==> src/rtl/rgb_pwm_pkg.sv <==
// rtl/rgb_pwm_pkg.sv - shared types and defaults for the RGB LED PWM controller
package rgb_pwm_pkg;

    typedef enum logic [1:0] {
        ST_OFF    = 2'd0,
        ST_SETTLE = 2'd1,
        ST_RUN    = 2'd2,
        ST_SHUTDN = 2'd3
    } state_e;

    localparam int DEF_PWM_BITS      = 8;
    localparam int DEF_PRESCALE      = 94;
    localparam int DEF_SETTLE_CYCLES = 2400;

endpackage

==> src/rtl/rgb_pwm_chan.sv <==
// rtl/rgb_pwm_chan.sv - one PWM channel: target/active duty registers and registered compare
module rgb_pwm_chan #(
    parameter int PWM_BITS = 8,
    parameter bit FADE     = 1'b0
) (
    input  logic                clk,
    input  logic                rst,
    input  logic [PWM_BITS-1:0] duty_i,
    input  logic                wr_i,
    input  logic                boundary_i,
    input  logic                load_direct_i,
    input  logic                run_next_i,
    input  logic [PWM_BITS-1:0] cnt_next_i,
    output logic                pwm_o
);

    logic [PWM_BITS-1:0] target_q, target_d;
    logic [PWM_BITS-1:0] active_q, active_d;
    logic                pwm_q;

    // A write landing on the boundary cycle only reaches target_q afterwards,
    // so it takes effect one period later.
    always_comb begin
        target_d = wr_i ? duty_i : target_q;
        active_d = active_q;
        if (load_direct_i) begin
            active_d = target_q;
        end else if (boundary_i) begin
            if (!FADE) begin
                active_d = target_q;
            end else if (active_q < target_q) begin
                active_d = active_q + 1'b1;
            end else if (active_q > target_q) begin
                active_d = active_q - 1'b1;
            end
        end
    end

    always_ff @(posedge clk or posedge rst) begin
        if (rst) begin
            target_q <= '0;
            active_q <= '0;
            pwm_q    <= 1'b0;
        end else begin
            target_q <= target_d;
            active_q <= active_d;
            pwm_q    <= run_next_i && (cnt_next_i < active_d);
        end
    end

    assign pwm_o = pwm_q;

endmodule

==> src/rtl/rgb_pwm_ctrl.sv <==
// rtl/rgb_pwm_ctrl.sv - RGB LED driver sequencing FSM, settle timer, prescaler and PWM counter
module rgb_pwm_ctrl
    import rgb_pwm_pkg::*;
#(
    parameter int PWM_BITS      = DEF_PWM_BITS,
    parameter int PRESCALE      = DEF_PRESCALE,
    parameter int SETTLE_CYCLES = DEF_SETTLE_CYCLES,
    parameter int FADE          = 0
) (
    input  logic                clk,
    input  logic                rst,
    input  logic                en,
    input  logic [PWM_BITS-1:0] duty0,
    input  logic [PWM_BITS-1:0] duty1,
    input  logic [PWM_BITS-1:0] duty2,
    input  logic                duty_wr,
    output logic                ready,
    output logic                curren,
    output logic                rgbleden,
    output logic                pwm0,
    output logic                pwm1,
    output logic                pwm2
);

    localparam int PRE_W = (PRESCALE > 1) ? $clog2(PRESCALE) : 1;
    localparam int SET_W = $clog2(SETTLE_CYCLES + 1);
    localparam logic [PRE_W-1:0] PRE_MAX = PRE_W'(PRESCALE - 1);
    localparam logic [SET_W-1:0] SET_MAX = SET_W'(SETTLE_CYCLES - 1);

    state_e              state_q, state_d;
    logic [SET_W-1:0]    settle_q, settle_d;
    logic [PRE_W-1:0]    pre_q, pre_d;
    logic [PWM_BITS-1:0] cnt_q, cnt_d;
    logic                curren_q, run_q;
    logic                run_now, run_next, pre_wrap, boundary, load_direct;

    always_comb begin
        state_d  = state_q;
        settle_d = '0;
        case (state_q)
            ST_OFF:    if (en) state_d = ST_SETTLE;
            ST_SETTLE: begin
                if (!en) begin
                    state_d = ST_SHUTDN;
                end else if (settle_q == SET_MAX) begin
                    state_d = ST_RUN;
                end else begin
                    settle_d = settle_q + 1'b1;
                end
            end
            ST_RUN:    if (!en) state_d = ST_SHUTDN;
            default:   state_d = ST_OFF;
        endcase
    end

    assign run_now     = (state_q == ST_RUN);
    assign run_next    = (state_d == ST_RUN);
    assign pre_wrap    = (pre_q == PRE_MAX);
    assign boundary    = run_now && run_next && pre_wrap && (cnt_q == '1);
    assign load_direct = !run_now && run_next;

    // Counters only advance while staying in RUN; any other cycle parks them at 0.
    always_comb begin
        pre_d = '0;
        cnt_d = '0;
        if (run_now && run_next) begin
            pre_d = pre_wrap ? '0 : pre_q + 1'b1;
            cnt_d = pre_wrap ? cnt_q + 1'b1 : cnt_q;
        end
    end

    always_ff @(posedge clk or posedge rst) begin
        if (rst) begin
            state_q  <= ST_OFF;
            settle_q <= '0;
            pre_q    <= '0;
            cnt_q    <= '0;
            curren_q <= 1'b0;
            run_q    <= 1'b0;
        end else begin
            state_q  <= state_d;
            settle_q <= settle_d;
            pre_q    <= pre_d;
            cnt_q    <= cnt_d;
            curren_q <= (state_d != ST_OFF);
            run_q    <= run_next;
        end
    end

    assign curren   = curren_q;
    assign rgbleden = run_q;
    assign ready    = run_q;

    rgb_pwm_chan #(.PWM_BITS(PWM_BITS), .FADE(FADE != 0)) u_chan0 (
        .clk(clk), .rst(rst), .duty_i(duty0), .wr_i(duty_wr), .boundary_i(boundary),
        .load_direct_i(load_direct), .run_next_i(run_next), .cnt_next_i(cnt_d), .pwm_o(pwm0)
    );

    rgb_pwm_chan #(.PWM_BITS(PWM_BITS), .FADE(FADE != 0)) u_chan1 (
        .clk(clk), .rst(rst), .duty_i(duty1), .wr_i(duty_wr), .boundary_i(boundary),
        .load_direct_i(load_direct), .run_next_i(run_next), .cnt_next_i(cnt_d), .pwm_o(pwm1)
    );

    rgb_pwm_chan #(.PWM_BITS(PWM_BITS), .FADE(FADE != 0)) u_chan2 (
        .clk(clk), .rst(rst), .duty_i(duty2), .wr_i(duty_wr), .boundary_i(boundary),
        .load_direct_i(load_direct), .run_next_i(run_next), .cnt_next_i(cnt_d), .pwm_o(pwm2)
    );

endmodule
==> config.mk <==
export PLATFORM = sky130hd
export DESIGN_NAME = rgb_pwm_ctrl
export DESIGN_NICKNAME = d
export VERILOG_FILES = /design/src/rtl/rgb_pwm_pkg.sv /design/src/rtl/rgb_pwm_chan.sv /design/src/rtl/rgb_pwm_ctrl.sv
export SDC_FILE = /design/constraint.sdc
export NUM_CORES = 1
export LEC_CHECK = 0
export ABC_AREA = 1
export CAP_MARGIN = 20
export CORE_ASPECT_RATIO = 1.1
export CORE_MARGIN = 2
export CORE_UTILIZATION = 41
export CTS_CLUSTER_DIAMETER = 40
export DETAILED_ROUTE_END_ITERATION = 8
export PLACE_DENSITY_LB_ADDON = 0.3
export SYNTH_ARGS = -nofsm -noshare
export SYNTH_HDL_FRONTEND = slang
export SYNTH_SLANG_ARGS = --single-unit
==> constraint.sdc <==
create_clock -name clk -period 3.6 [get_ports clk]
set_input_delay 0.36 -clock clk [delete_from_list [all_inputs] [get_ports clk]]
set_output_delay 0.36 -clock clk [all_outputs]
set_load 0.01 [all_outputs]
==> results by group, run 1 <==
Routing
  • DR WL/cell: 11.8 µm
  • Drc violations: 0
  • Vias: 2,937
  • Vias per inst: between 4 and 5
  • Post-Route WL: approximately 7300 µm
  • Initial DRC count: around 140
  • Post-DRT Antenna Nets: 0
  • Drt first pass iters: 4

Flow run
  • Max cap viols: 0

Floorplan
  • Die height: about 110 µm
  • Placeable core region: about 9400 µm²
  • Die ar.: around 11,000 µm²
  • Initial Utilization: 0.426
  • IO Pins: 34
  • Cell row count: 37
  • Chip Width: 98.5 µm

Yosys
  • Top area cells in the synthesized netlist: dfrtp_1 (51%), nand2_1 (9.0%), ha_1 (7.8%), inv_1 (5.0%), o21ai_2 (4.8%)
  • Post-synthesis async set-or-reset flop share: 1.00
  • Syn nets: between 500 and 600
  • Syn. warnings: 0
  • Sequential share of the synthesized area: 0.510
  • Synth Area in Simple Gates: 0.189
  • Post-synth EDFFs: 0
  • Flops & latches, synth: between 80 and 90
  • Complex-gate fraction of the synthesized area: 0.119
  • Synthesized area: 4020 µm²
  • Syn Area/Cell: between 8 and 9 µm²
  • Synthesized instance count: approximately 460
  • Synth area leader: dfrtp_1
  • Mux cell area share after synthesis: 0
  • Largest family of logic cells by synthesized area: simple AND/OR/NAND/NOR gates
  • Post-synth top flop: dfrtp_1
  • Synth unique cells: 31
  • Post-Synth XOR/XNOR Area: 0.0131
  • Adder-Cell Fraction of Synth Area: 0.0777
  • Yosys top cell area share: 0.510

Placed design
  • PortBufs: 33
  • DP HPWL: about 5200 µm
  • Placed Area: around 4500 µm²
  • RD Place Congestion: between 0.8 and 0.9

Global routing
  • Gr ovfl total: 0
  • Vias in the first global route: 2,913
  • Initial antenna violation count: 0
  • Largest net degree at the start of global routing: between 40 and 50
  • Global-route wire length before repair: 13,000 µm
  • Total track usage: 0.151

Pwr
  • Total power: between 2 and 2.5 mW
  • Leakage power: 2.35 nW
  • Worst IR Drop VDD: roughly 0.00018 V
  • Power per Cell Area: between 400 and 500 nW/µm²

Layout
  • N_diodes: 0
  • Layout cells sized above 1: 0.148
  • Design area: 4710 µm²
  • Most common cell after layout, fill and taps aside: nand2_1
  • Final Core Density: 0.499
  • Footprint of the multi-input gates: 1600 µm²
  • Filler Cell Count: 888
  • Synth-to-layout area growth: 17.1%
  • Reg area: about 2000 µm²
  • Commonest cells after routing, fill and taps aside: nand2_1 (97), dfrtp_1 (82), inv_1 (53)
  • Layout net count: around 550

Timing
  • Slew HR: 0.578
  • Max Fclk: around 370 MHz
  • Final Max Tran Viols: 0
  • Final setup fails: 0
  • RSZ-0062 raised after global routing: no
  • Crit path time final: about 2.7 ns
  • Final worst-path cycle share: 0.754
  • Clk_skew: ~0.0087 ns
  • Worst slew pin tran: 0.628 ns
  • Final Hold Viols: 0
  • Setup TNS: 0 ns

Clock network
  • Clock transition at path regs: approximately 0.08 ns
  • CTS tree: built
  • Post-CTS setup buffer count: 0
  • Worst-skew pair later-pin latency: between 0.3 and 0.4 ns
  • CTS Buf Count: 9
  • Post-CTS sizing: 0
  • Htree depth: 3
  • Max clock buf depth: 2
  • Root Buffer: clkbuf_8
  • Hold_buf cts: 0
  • CTS sink cnt: between 80 and 90

Worst setup path
  • Cell chain of the critical path: inv_1 > ha_1 > nand3_1 > nor2_4 > nand2_1 > nor2_1 > nand4_1 > clkinv_1 > a21oi_1 > nor3_1 > ha_1 > a21oi_1 > o211ai_1 > a21oi_1
  • Crit Path Category: register to register
  • Crit path top cell by count: a21oi_1
  • Worst Setup End Kind: register
  • Crit. Startpoint: pre_q[1]$_DFF_PP0_
  • Crit path buf inv count: 2
  • Crit path launch type: register
  • CP arrival: between 2 and 3 ns
  • RR Startpoint: pre_q[1]$_DFF_PP0_
  • Max incr delay on CP: between 0.4 and 0.5 ns
  • Maximum fanout along the worst path: 8
  • CP delay by family, top: simple AND/OR/NAND/NOR gates
  • CP required: between 3 and 4 ns
  • Crit-path slowest cell: dfrtp_1

Worst hold path
  • Worst min path class: input pin to asynchronous set/reset pin

Run status
  • Status: completed
## state kept, by name (all words and copies together), names as in the netlist, 7 cells and up
signal            cells
settle_q             12
cnt_q                 8
u_chan0.active_q      8
u_chan0.target_q      8
u_chan1.active_q      8
u_chan1.target_q      8
u_chan2.active_q      8
u_chan2.target_q      8
pre_q                 7
## kinds of logic after synthesis
kind of cell    Yosys count
flops                    82
fa+ha+maj                25
compound gates           77
xor+xnor                  6
simple gates            176
buf+inv                  92
## worst paths after layout
check	to	slack [ns]	cells after the start
max	u_chan1.pwm_o$_DFF_PP0_	0.88	14
min	u_chan2.target_q[2]$_DFFE_PP0P_	0.35	2
max reg2reg	u_chan1.pwm_o$_DFF_PP0_	0.88	14
min reg2reg	settle_q[0]$_DFF_PP0_	0.46	1
max in group asynchronous	settle_q[11]$_DFF_PP0_	2.40	4
min in group clk	settle_q[0]$_DFF_PP0_	0.46	1
## worst register-to-register path: cells and delay by family (launching register included)
kind / cells / cell delay (ns)
adder cells (fa/ha/maj): 2 / 0.46
flip-flops: 1 / 0.41
buffers and inverters: 2 / 0.15
AND/OR/NAND/NOR: 6 / 1.15
AO/OA/AOI/OAI: 4 / 0.46
## stage by stage
step	instances	setup slack [ns]	hold WS [ns]
after CTS	617	0.886	0.364
after floorplan	458	1.13	0.424
after global placement	600	0.871	0.449
final	617	0.885	0.354
after global routing	617	0.575	0.387
after detailed placement	601	0.808	0.446
## routing by layer
metal	vias to the layer above	part of all wire	GRT usage
met1	1368	0.47	0.190
li1	1516	-	-
met4	0	0.022	0.0675
met2	41	0.48	0.259
met3	12	0.026	0.0234
met5	-	0	0
## synth_stat cells (4+ instances only)
cell,n
dfrtp_1,82
inv_1,54
xor2_1,4
clkbuf_1,6
and3_1,4
o21ai_2,22
buf_4,4
o21ai_0,29
nand2_1,97
nor3_1,9
nand3_1,14
a21oi_1,21
inv_2,26
ha_1,25
nor2_1,36
## final cells by class
class / instances / area share
clock inverter: 5 / 0.0165
sequential: 82 / 0.435
multi-input combinational: 284 / 0.340
clock buffer: 11 / 0.0300
inverter: 81 / 0.0648
tap: 117 / 0.0311
timing repair buffer: 37 / 0.0818
## report_power, final
| group | switching [mW] | leakage [nW] | internal, mW |
|---|---|---|---|
| combinational | 0.162 | 1.17 | 0.134 |
| clock | 0.328 | 0.109 | 0.408 |
| sequential | 0.0338 | 1.08 | 0.989 |
(Power assumes the default switching activity.)
==> run 2, diff against run 1 <==
==> constraint.sdc (replaced) <==
create_clock -name clk -period 2.3 [get_ports clk]
set_input_delay 0.23 -clock clk [delete_from_list [all_inputs] [get_ports clk]]
set_output_delay 0.23 -clock clk [all_outputs]
set_load 0.01 [all_outputs]
==> run 2 against run 1 <==
  * Critical endpoint is now u_chan0.pwm_o$_DFF_PP0_
  * Clock skew grew 0.00088 ns
  * Combinational power is 67% higher
  * Hold slack worse by 0.11 ns
  * Clock power grew 41%
  * Setup slack worse by 0.84 ns
  * Global-route usage up 1.3 points
  * Largest power group unchanged
  * Sequential share of layout area fell by 4.3 points
  * Die area stayed put
==> results by group, run 2 (synthesized netlist as in run 1, its figures left out) <==
Clock network
  • CTS tree: built (unchanged)
  • CTS sink cnt: 82 (unchanged)
  • Hold_buf cts: 0 (unchanged)
  • Htree depth: 3 (unchanged)
  • Root Buffer: clkbuf_8 (unchanged)
  • CTS Buf Count: 9 (unchanged)
  • Clock transition at path regs: 0.08 ns (about the same)
  • Worst-skew pair later-pin latency: 0.35 ns (about the same)
  • Max clock buf depth: 2 (unchanged)

Run status
  • Status: completed (unchanged)

Layout
  • Filler Cell Count: 858 (was 888)
  • Layout Cells excl Fill: 662 (was 617)
  • Design area: 5220 µm² (was 4710 µm²)
  • Biggest register: settle_q (unchanged)
  • Final Core Density: 0.553 (was 0.499)
  • Max FFs per register: 12 (unchanged)
  • Reg area: 2050 µm² (unchanged)
  • Synth-to-layout area growth: 29.8% (was 17.1%)
  • N_diodes: 0 (unchanged)
  • Most common cell after layout, fill and taps aside: nand2_1 (unchanged)
  • Footprint of the multi-input gates: 1760 µm² (was 1600 µm²)
  • Commonest cells after routing, fill and taps aside: nand2_1 (94), dfrtp_1 (82), inv_1 (53) (was nand2_1 (97), dfrtp_1 (82), inv_1 (53))
  • Layout cells sized above 1: 0.257 (was 0.148)
  • Layout net count: 593 (was 548)

Floorplan
  • Cell row count: 37 (unchanged)
  • Placeable core region: 9440 µm² (unchanged)
  • Die ar.: 10,600 µm² (unchanged)
  • Initial Utilization: 0.426 (unchanged)
  • Die height: 108 µm (unchanged)
  • IO Pins: 34 (unchanged)
  • Chip Width: 98.5 µm (unchanged)

Routing
  • Post-Route WL: 8220 µm (was 7270 µm)
  • Initial DRC count: 73 (was 136)
  • Vias per inst: 4.76 (about the same)
  • Drt first pass iters: 4 (unchanged)
  • Drc violations: 0 (unchanged)
  • Vias: 3,154 (was 2,937)
  • DR WL/cell: 12.4 µm (was 11.8 µm)
  • Post-DRT Antenna Nets: 0 (unchanged)

Timing
  • Final worst-path cycle share: 0.981 (was 0.754)
  • Slew HR: 0.673 (was 0.578)
  • Clk_skew: 0.00957 ns (was 0.00870 ns)
  • Crit path time final: 2.26 ns (was 2.72 ns)
  • Final setup fails: 0 (unchanged)
  • Max Fclk: 443 MHz (was 368 MHz)
  • Final Max Tran Viols: 0 (unchanged)
  • Worst slew pin tran: 0.490 ns (was 0.628 ns)
  • RSZ-0062 raised after global routing: yes (was no)
  • PnR worst setup slack: 0.0437 ns (was 0.885 ns)
  • Final Hold Viols: 0 (unchanged)
  • Setup TNS: 0 ns (unchanged)

Pwr
  • Net switching fraction of the power: 0.267 (was 0.255)
  • Worst IR Drop VDD: 0.000408 V (was 0.000183 V)
  • NetSw: 0.839 mW (was 0.524 mW)
  • Clk pwr share: 0.332 (was 0.358)
  • Internal power: 2.30 mW (was 1.53 mW)
  • Comb power frac: 0.157 (was 0.144)
  • Leakage power: 2.58 nW (was 2.35 nW)
  • Power per Cell Area: 601 nW/µm² (was 436 nW/µm²)
  • Sequential share of power: 0.511 (was 0.498)

Placed design
  • DP HPWL: 5920 µm (was 5220 µm)
  • Post-placement cell count: 642 (was 601)
  • RD Place Congestion: 0.814 (was 0.835)
  • Placement Setup Slack: -0.128 ns (was 0.808 ns)
  • Placed Area: 4820 µm² (was 4490 µm²)
  • PortBufs: 33 (unchanged)

Worst setup path
  • CP arrival: 2.49 ns (was 2.97 ns)
  • RR Endpoint: u_chan0.pwm_o$_DFF_PP0_ (was u_chan1.pwm_o$_DFF_PP0_)
  • RR Startpoint: pre_q[1]$_DFF_PP0_ (unchanged)
  • Worst Reg-to-Reg Cells: 14 (unchanged)
  • Maximum fanout along the worst path: 4 (was 8)
  • Crit path launch type: register (unchanged)
  • Crit Path Category: register to register (unchanged)
  • Worst Setup End Kind: register (unchanged)
  • Register-to-register setup slack: 0.04 ns (was 0.88 ns)
  • CP required: 2.53 ns (was 3.85 ns)

Global routing
  • Global-route wire length before repair: 14,000 µm (was 13,000 µm)
  • Largest net degree at the start of global routing: 27 (was 49)
  • Gr ovfl total: 0 (unchanged)
  • Vias in the first global route: 3,172 (was 2,913)
  • Initial antenna violation count: 0 (unchanged)
  • Total track usage: 0.164 (was 0.151)

Flow run
  • Max cap viols: 0 (unchanged)

Worst hold path
  • Worst min path class: input pin to asynchronous set/reset pin (unchanged)
[run 2: changes by cell type in the layout (fill, tap and decap cells not counted), sizes merged]
cell | before | now
clkinv | 4 | 3
clkbuf | 11 | 13
bufinv | 2 | 1
clkinvlp | 1 | 2
buf | 4 | 48
[run 2: power groups by stage]
stage / Clock, mW / Sequential (mW) / Combinational (mW)
after floorplan: 0 / 1.64 / 0.247
after global placement: 0 / 1.63 / 0.482
after detailed placement: 0 / 1.63 / 0.498
after CTS: 1.07 / 1.61 / 0.501
after global routing: 1.14 / 1.62 / 0.550
final: 1.04 / 1.60 / 0.493
[run 2: timing repair]
item | 4_1_cts | 5_1_grt
setup buffers | 0 | 3
endpoints found under the setup margin | 3 | 3
resized for setup | 10 | 17
cloned | 0 | 1
hold endpoints to repair | 0 | 0
pin swaps | 5 | 7
[run 2: worst max path at each step]
stage                       start                      end  slack (ns)
2_1_floorplan  pre_q[1]$_DFF_PP0_  u_chan0.pwm_o$_DFF_PP0_        0.09
3_3_place_gp                   en  u_chan2.pwm_o$_DFF_PP0_       -0.09
3_5_place_dp                   en  u_chan2.pwm_o$_DFF_PP0_       -0.13
4_1_cts        pre_q[1]$_DFF_PP0_  u_chan0.pwm_o$_DFF_PP0_        0.01
5_1_grt        pre_q[1]$_DFF_PP0_  u_chan0.pwm_o$_DFF_PP0_       -0.13
6_report       pre_q[1]$_DFF_PP0_  u_chan0.pwm_o$_DFF_PP0_        0.04
[run 2: final cells by class]
cell class / instances / area share
Tap cell: 117 / 0.0280
Multi-Input combinational cell: 284 / 0.338
Sequential cell: 82 / 0.393
Clock inverter: 4 / 0.00982
Inverter: 81 / 0.0589
Clock buffer: 12 / 0.0278
Timing Repair Buffer: 82 / 0.145
[run 2: worst max-delay path, stage by stage (launching register included)]
cell	delay, ns
dfrtp_1	0.38
inv_1	0.05
ha_2	0.16
nand3_2	0.09
nor2_4	0.12
nand2_2	0.08
nor2_4	0.09
nand4_1	0.14
nor3b_2	0.21
nor3_2	0.06
buf_4	0.16
ha_4	0.27
nand2_1	0.07
o211ai_1	0.18
a21oi_1	0.06
[run 2: stage by stage]
step / hold WS (ns) / total power [mW]
after floorplan: 0.347 / 1.89
after global placement: 0.439 / 2.11
after detailed placement: 0.447 / 2.13
after CTS: 0.263 / 3.18
after global routing: 0.276 / 3.30
final: 0.247 / 3.14
[run 2: per-layer routing]
metal | global-route usage | part of all wire
met4 | 0.0499 | 0.013
met2 | 0.290 | 0.51
met1 | 0.202 | 0.45
met3 | 0.0364 | 0.035
met5 | 0 | 0
